===== src/rtl/iq_skew_dly.sv =====
// iq_skew_dly: runtime-selectable relative I/Q symbol delay with common delay removed, optional I/Q swap.
// Latency: 1 cycle from a qualifying i_valid to o_valid; delay is counted in accepted samples, not cycles.
// Backpressure: none; sustains one sample per cycle, and a delay change flushes the line and refills it.
module iq_skew_dly #(
  parameter int  DATA_WIDTH = 6,
  parameter int  MAX_DLY    = 3,
  localparam int DLY_W      = $clog2(MAX_DLY + 1)
) (
  input  logic                  i_clk,
  input  logic                  i_reset,
  input  logic [DATA_WIDTH-1:0] i_i,
  input  logic [DATA_WIDTH-1:0] i_q,
  input  logic                  i_valid,
  input  logic [DLY_W-1:0]      i_i_dly,
  input  logic [DLY_W-1:0]      i_q_dly,
  input  logic                  i_swap,
  output logic [DATA_WIDTH-1:0] o_i,
  output logic [DATA_WIDTH-1:0] o_q,
  output logic                  o_valid,
  output logic                  o_busy
);

  localparam logic [DLY_W-1:0] MAX_D = DLY_W'(MAX_DLY);

  // Normalised delays: clamped request, common part removed, N = relative delay
  logic [DLY_W-1:0] d_i, d_q, d_min, rel_i, rel_q, n_dly;
  // Last applied configuration and samples accepted since the last flush (saturating at N)
  logic [DLY_W-1:0] cfg_i, cfg_q, fill, fill_nxt;
  logic             change, accept, qualify;

  // Taps 1..MAX_DLY of each delay line; tap 0 is the live input
  logic [DATA_WIDTH-1:0] sr_i [MAX_DLY];
  logic [DATA_WIDTH-1:0] sr_q [MAX_DLY];
  logic [DATA_WIDTH-1:0] sel_i, sel_q;

  // Clamp requests and strip the common delay so at most one channel is held back.
  always_comb begin
    d_i   = (i_i_dly > MAX_D) ? MAX_D : i_i_dly;
    d_q   = (i_q_dly > MAX_D) ? MAX_D : i_q_dly;
    d_min = (d_i < d_q) ? d_i : d_q;
    rel_i = d_i - d_min;
    rel_q = d_q - d_min;
    n_dly = (rel_i > rel_q) ? rel_i : rel_q;
  end

  // A new delay pair flushes the line and discards this cycle's sample; a sample
  // produces output only once N earlier samples are in the line.
  always_comb begin
    change   = (d_i != cfg_i) || (d_q != cfg_q);
    accept   = i_valid && !change;
    qualify  = accept && (fill >= n_dly);
    fill_nxt = (accept && (fill < n_dly)) ? fill + DLY_W'(1) : fill;
  end

  // Pick the tap matching each channel's relative delay.
  always_comb begin
    sel_i = i_i;
    sel_q = i_q;
    for (int k = 1; k <= MAX_DLY; k++) begin
      if (rel_i == DLY_W'(k)) sel_i = sr_i[k-1];
      if (rel_q == DLY_W'(k)) sel_q = sr_q[k-1];
    end
  end

  // Delay line advances on accepted samples only; cleared on reset or delay change.
  always_ff @(posedge i_clk) begin
    if (i_reset || change) begin
      for (int k = 0; k < MAX_DLY; k++) begin
        sr_i[k] <= '0;
        sr_q[k] <= '0;
      end
    end else if (i_valid) begin
      sr_i[0] <= i_i;
      sr_q[0] <= i_q;
      for (int k = 1; k < MAX_DLY; k++) begin
        sr_i[k] <= sr_i[k-1];
        sr_q[k] <= sr_q[k-1];
      end
    end
  end

  // Configuration tracking, fill counting and the registered output stage.
  always_ff @(posedge i_clk) begin
    if (i_reset) begin
      cfg_i   <= '0;
      cfg_q   <= '0;
      fill    <= '0;
      o_i     <= '0;
      o_q     <= '0;
      o_valid <= 1'b0;
      o_busy  <= 1'b0;
    end else begin
      cfg_i   <= d_i;
      cfg_q   <= d_q;
      o_valid <= qualify;
      if (change) begin
        fill   <= '0;
        o_busy <= (n_dly != '0);
      end else begin
        fill   <= fill_nxt;
        o_busy <= (fill_nxt < n_dly);
      end
      // Swap is applied at output time only, so toggling it never disturbs the line.
      if (qualify) begin
        o_i <= i_swap ? sel_q : sel_i;
        o_q <= i_swap ? sel_i : sel_q;
      end
    end
  end

endmodule

===== config.mk =====
export PLATFORM = sky130hd
export DESIGN_NAME = iq_skew_dly
export DESIGN_NICKNAME = d
export VERILOG_FILES = /design/src/rtl/iq_skew_dly.sv
export SDC_FILE = /design/constraint.sdc
export NUM_CORES = 1
export LEC_CHECK = 0
export CAP_MARGIN = 15
export CORE_ASPECT_RATIO = 0.6
export CORE_MARGIN = 2
export CORE_UTILIZATION = 40
export DETAILED_ROUTE_END_ITERATION = 10
export GPL_TIMING_DRIVEN = 0
export REMOVE_ABC_BUFFERS = 1
export SLEW_MARGIN = 30
export SYNTH_ARGS = -nofsm -noshare
export SYNTH_HDL_FRONTEND = slang
export SYNTH_SLANG_ARGS = --single-unit

===== constraint.sdc =====
create_clock -name i_clk -period 3.65 [get_ports i_clk]
set_input_delay 0.73 -clock i_clk [delete_from_list [all_inputs] [get_ports i_clk]]
set_output_delay 0.73 -clock i_clk [all_outputs]
set_load 0.005 [all_outputs]

==> results of run 1 <==
[cells in the mapped netlist, types with 2 or more instances]
cell and count:
and2_1 37, edfxtp_1 36, dfxtp_1 20, a211oi_1 12
a31oi_1 12, mux2i_1 12, mux4_1 12, nor2_1 10
ha_1 9, clkbuf_1 8, inv_1 8, xnor2_1 5
a21oi_1 2, buf_6 2, or3_1 2, xor2_1 2
xor2_2 2
[repair_timing]
action / CTS / global route
buffers inserted: 2 / 3
gates resized for setup: 14 / 7
pin swaps: 4 / 7
endpoints found under the setup margin: 13 / 1
[through the flow]
stage	utilization	setup slack, ps	instances	hold WS [ps]
floorplan	-	-2.44	196	505
global placement	0.470	-1050	316	520
detailed placement	0.477	-1070	318	539
CTS	0.509	10.9	328	557
global route	0.517	-8.69	331	576
finish	0.517	167	331	554
[registers in the layout, indices dropped and copies added, names as in the netlist]
name and cells:
sr_i 18, sr_q 18, o_i 6, o_q 6, cfg_i 2, cfg_q 2
fill 2, o_busy 1, o_valid 1
[per-layer routing]
metal | vias up | part of all wire | track usage
li1 | 857 | - | -
met1 | 847 | 0.54 | 0.250
met3 | 5 | 0.044 | 0.0385
met4 | 0 | 0.0044 | 0.0320
met2 | 34 | 0.41 | 0.224
met5 | - | 0 | 0
[power by group through the flow]
stage                     clock, mW  sequential [mW]  combinational [mW]
after floorplan                   0            0.700               0.111
after global placement            0            0.702               0.183
after detailed placement          0            0.702               0.187
after CTS                     0.532            0.687               0.200
after global routing          0.559            0.689               0.228
final                         0.525            0.687               0.209
[cell families (layout without fill, tap and decap cells)]
logic type | after synthesis | after routing
simple gates | 57 | 57
flops | 56 | 56
compound gates | 32 | 32
mux | 24 | 24
buf+inv | 21 | 57
fa+ha+maj | 9 | 9
xor+xnor | 9 | 9
[worst paths after layout]
| check | from | to | slack (ps) | cells past startpoint |
|---|---|---|---|---|
| max | i_q_dly[1] | o_busy | 170 | 17 |
| min | o_q[4] | o_q[4] | 550 | 2 |
| max reg2reg | fill[0] | o_busy | 1580 | 9 |
| min reg2reg | o_q[4] | o_q[4] | 550 | 2 |
[cell type report]
| type | count | area (µm²) |
|---|---|---|
| Fill cell | 598 | 3260 |
| Sequential cell | 56 | 1480 |
| Multi-Input combinational cell | 131 | 1290 |
| Timing Repair Buffer | 40 | 402 |
| Clock buffer | 6 | 150 |
| Tap cell | 87 | 109 |
| Inverter | 9 | 33.8 |
| Clock inverter | 2 | 11.3 |
[critical path, cell delays in order]
cell	delay, ps
dlygate4sd2_1	260
ha_1	290
a21oi_2	180
nand2_1	80
o21ai_2	100
ha_2	250
xor2_4	170
nor2_2	70
ha_1	290
inv_2	60
o2111ai_4	210
nor2_2	70
xor2_1	150
ha_2	190
or3_1	300
a31o_1	190
o32ai_1	90
==> impl_metrics.py, run 1 <==
metrics = {
    "floorplan": {
        "die_height_um": 68.9,
        "die_x_um": 112,
        "coreArea_um2": 6730,
        "pin_count": 34,
        "std_cell_rows": 23,
        "start_util": 0.417,
        "die-area_um2": 7720,
    },
    "clock_network": {
        "cts-root-buf": "clkbuf_16",
        "htree_levels": 2,
        "hold_buffers": 0,
        "clock_latency_ps": 300,
        "numCtsBuffers": 5,
        "cts_tree": "done",
        "clock-sinks": 56,
        "clk_pin_slew_ps": 80,
        "clockBufferDepth": 2,
    },
    "power": {
        "peakVddDrop_v": 0.000176,
        "p_int_mw": 1.08,
        "total_power_mw": 1.42,
        "power_switching_uw": 340,
        "p_leak_nw": 1.41,
        "pwr-share-comb": 0.147,
        "p_per_area_nw_per_um2": 409,
        "p_sw_frac": 0.239,
        "seqPwrFrac": 0.483,
        "p_clk_frac": 0.369,
    },
    "global_routing": {
        "grt_pass1_wl_um": 9330,
        "grtUsageTotal": 0.160,
        "antenna_found_initial": 0,
        "grt_overflow": 0,
        "grt_max_degree": 24,
        "grt_pass1_vias": 1728,
    },
    "timing": {
        "finalSetupViolCount": 0,
        "post-route-period-util": 0.954,
        "finClkSkew_ps": 8.67,
        "drv_slew": 0,
        "finalHoldViolCount": 0,
        "period_needed_ps": 3480,
        "relSlewSlack": 0.423,
        "fin_setup_tns_ps": 0,
        "clock.fmax_mhz": 287,
        "tightest_slew_ps": 863,
    },
    "drt": {
        "first_pass_iters": 4,
        "vias": 1743,
        "routed_via_density": 5.27,
        "wl_per_cell_um": 17.2,
        "drcViolationCount": 0,
        "detail-route-antenna-nets": 0,
        "drtIter0Drc": 98,
        "drt_wl_total_um": 5690,
    },
    "synth": {
        "synth_top_area_cell": "edfxtp_1",
        "synth_ff_type": "edfxtp_1",
        "synth_fa_ha_area_frac": 0.0401,
        "ys.warnings.count": 0,
        "synth.yosys.seq_area_share": 0.528,
        "netlist_area_um2": 2810,
        "synth_compound_area_frac": 0.0829,
        "synth_top_family_by_area": "multiplexers",
        "synth_cell_type_count": 34,
        "synth_xor_area_frac": 0.0334,
        "synth_edf_count": 36,
        "synth-simple-area-share": 0.121,
        "netlist_instances": 208,
        "syn_avg_cell_area_um2": 13.5,
        "ys_ff_latch": 56,
        "synthMuxAreaShare": 0.155,
        "synth_top_cells_by_area": "edfxtp_1, dfxtp_1, mux4_1, and2_1, mux2i_1",
        "synth_top_area_frac": 0.385,
        "ys_async_sr_fraction": 0,
    },
    "final_layout": {
        "final_common_cell": "and2_1",
        "mostFrequentLayoutCells": "and2_1, edfxtp_1, clkdlybuf4s50_1",
        "syn2layout_area_growth_pct": 23.9,
        "stdcell_area_um2": 3480,
        "fin_nets": 272,
        "layout-drive-gt1-share": 0.135,
        "antenna_cells": 0,
    },
    "critical_path": {
        "cp-end-kind": "register",
        "critPathKind": "in -> reg",
        "crit_required_ps": 3850,
        "crit_fanout": 3,
        "crit_arrival_ps": 3690,
        "start_kind": "primary input",
    },
    "place": {
        "gp_congestion": 0.735,
        "io_buffers": 33,
        "dpl_cell_area_um2": 3210,
        "dp_hpwl_um": 3850,
    },
    "status": {
        "outcome": "finished, final reports clean",
    },
    "hold_path": {
        "hp-class": "reg -> reg",
    },
    "job": {
        "maxCapViolations": 0,
    },
}
(Power assumes the default switching activity.)
==> inputs of run 2 (changes only) <==
--- a/config.mk
+++ b/config.mk
@@ -9,6 +9,7 @@
 export CORE_ASPECT_RATIO = 0.6
 export CORE_MARGIN = 2
 export CORE_UTILIZATION = 40
+export CTS_BUF_LIST = sky130_fd_sc_hd__clkbuf_16
 export DETAILED_ROUTE_END_ITERATION = 10
 export GPL_TIMING_DRIVEN = 0
 export REMOVE_ABC_BUFFERS = 1
==> results of run 2 <==
The final DEF is identical to that of run 1; final timing and power are the same.
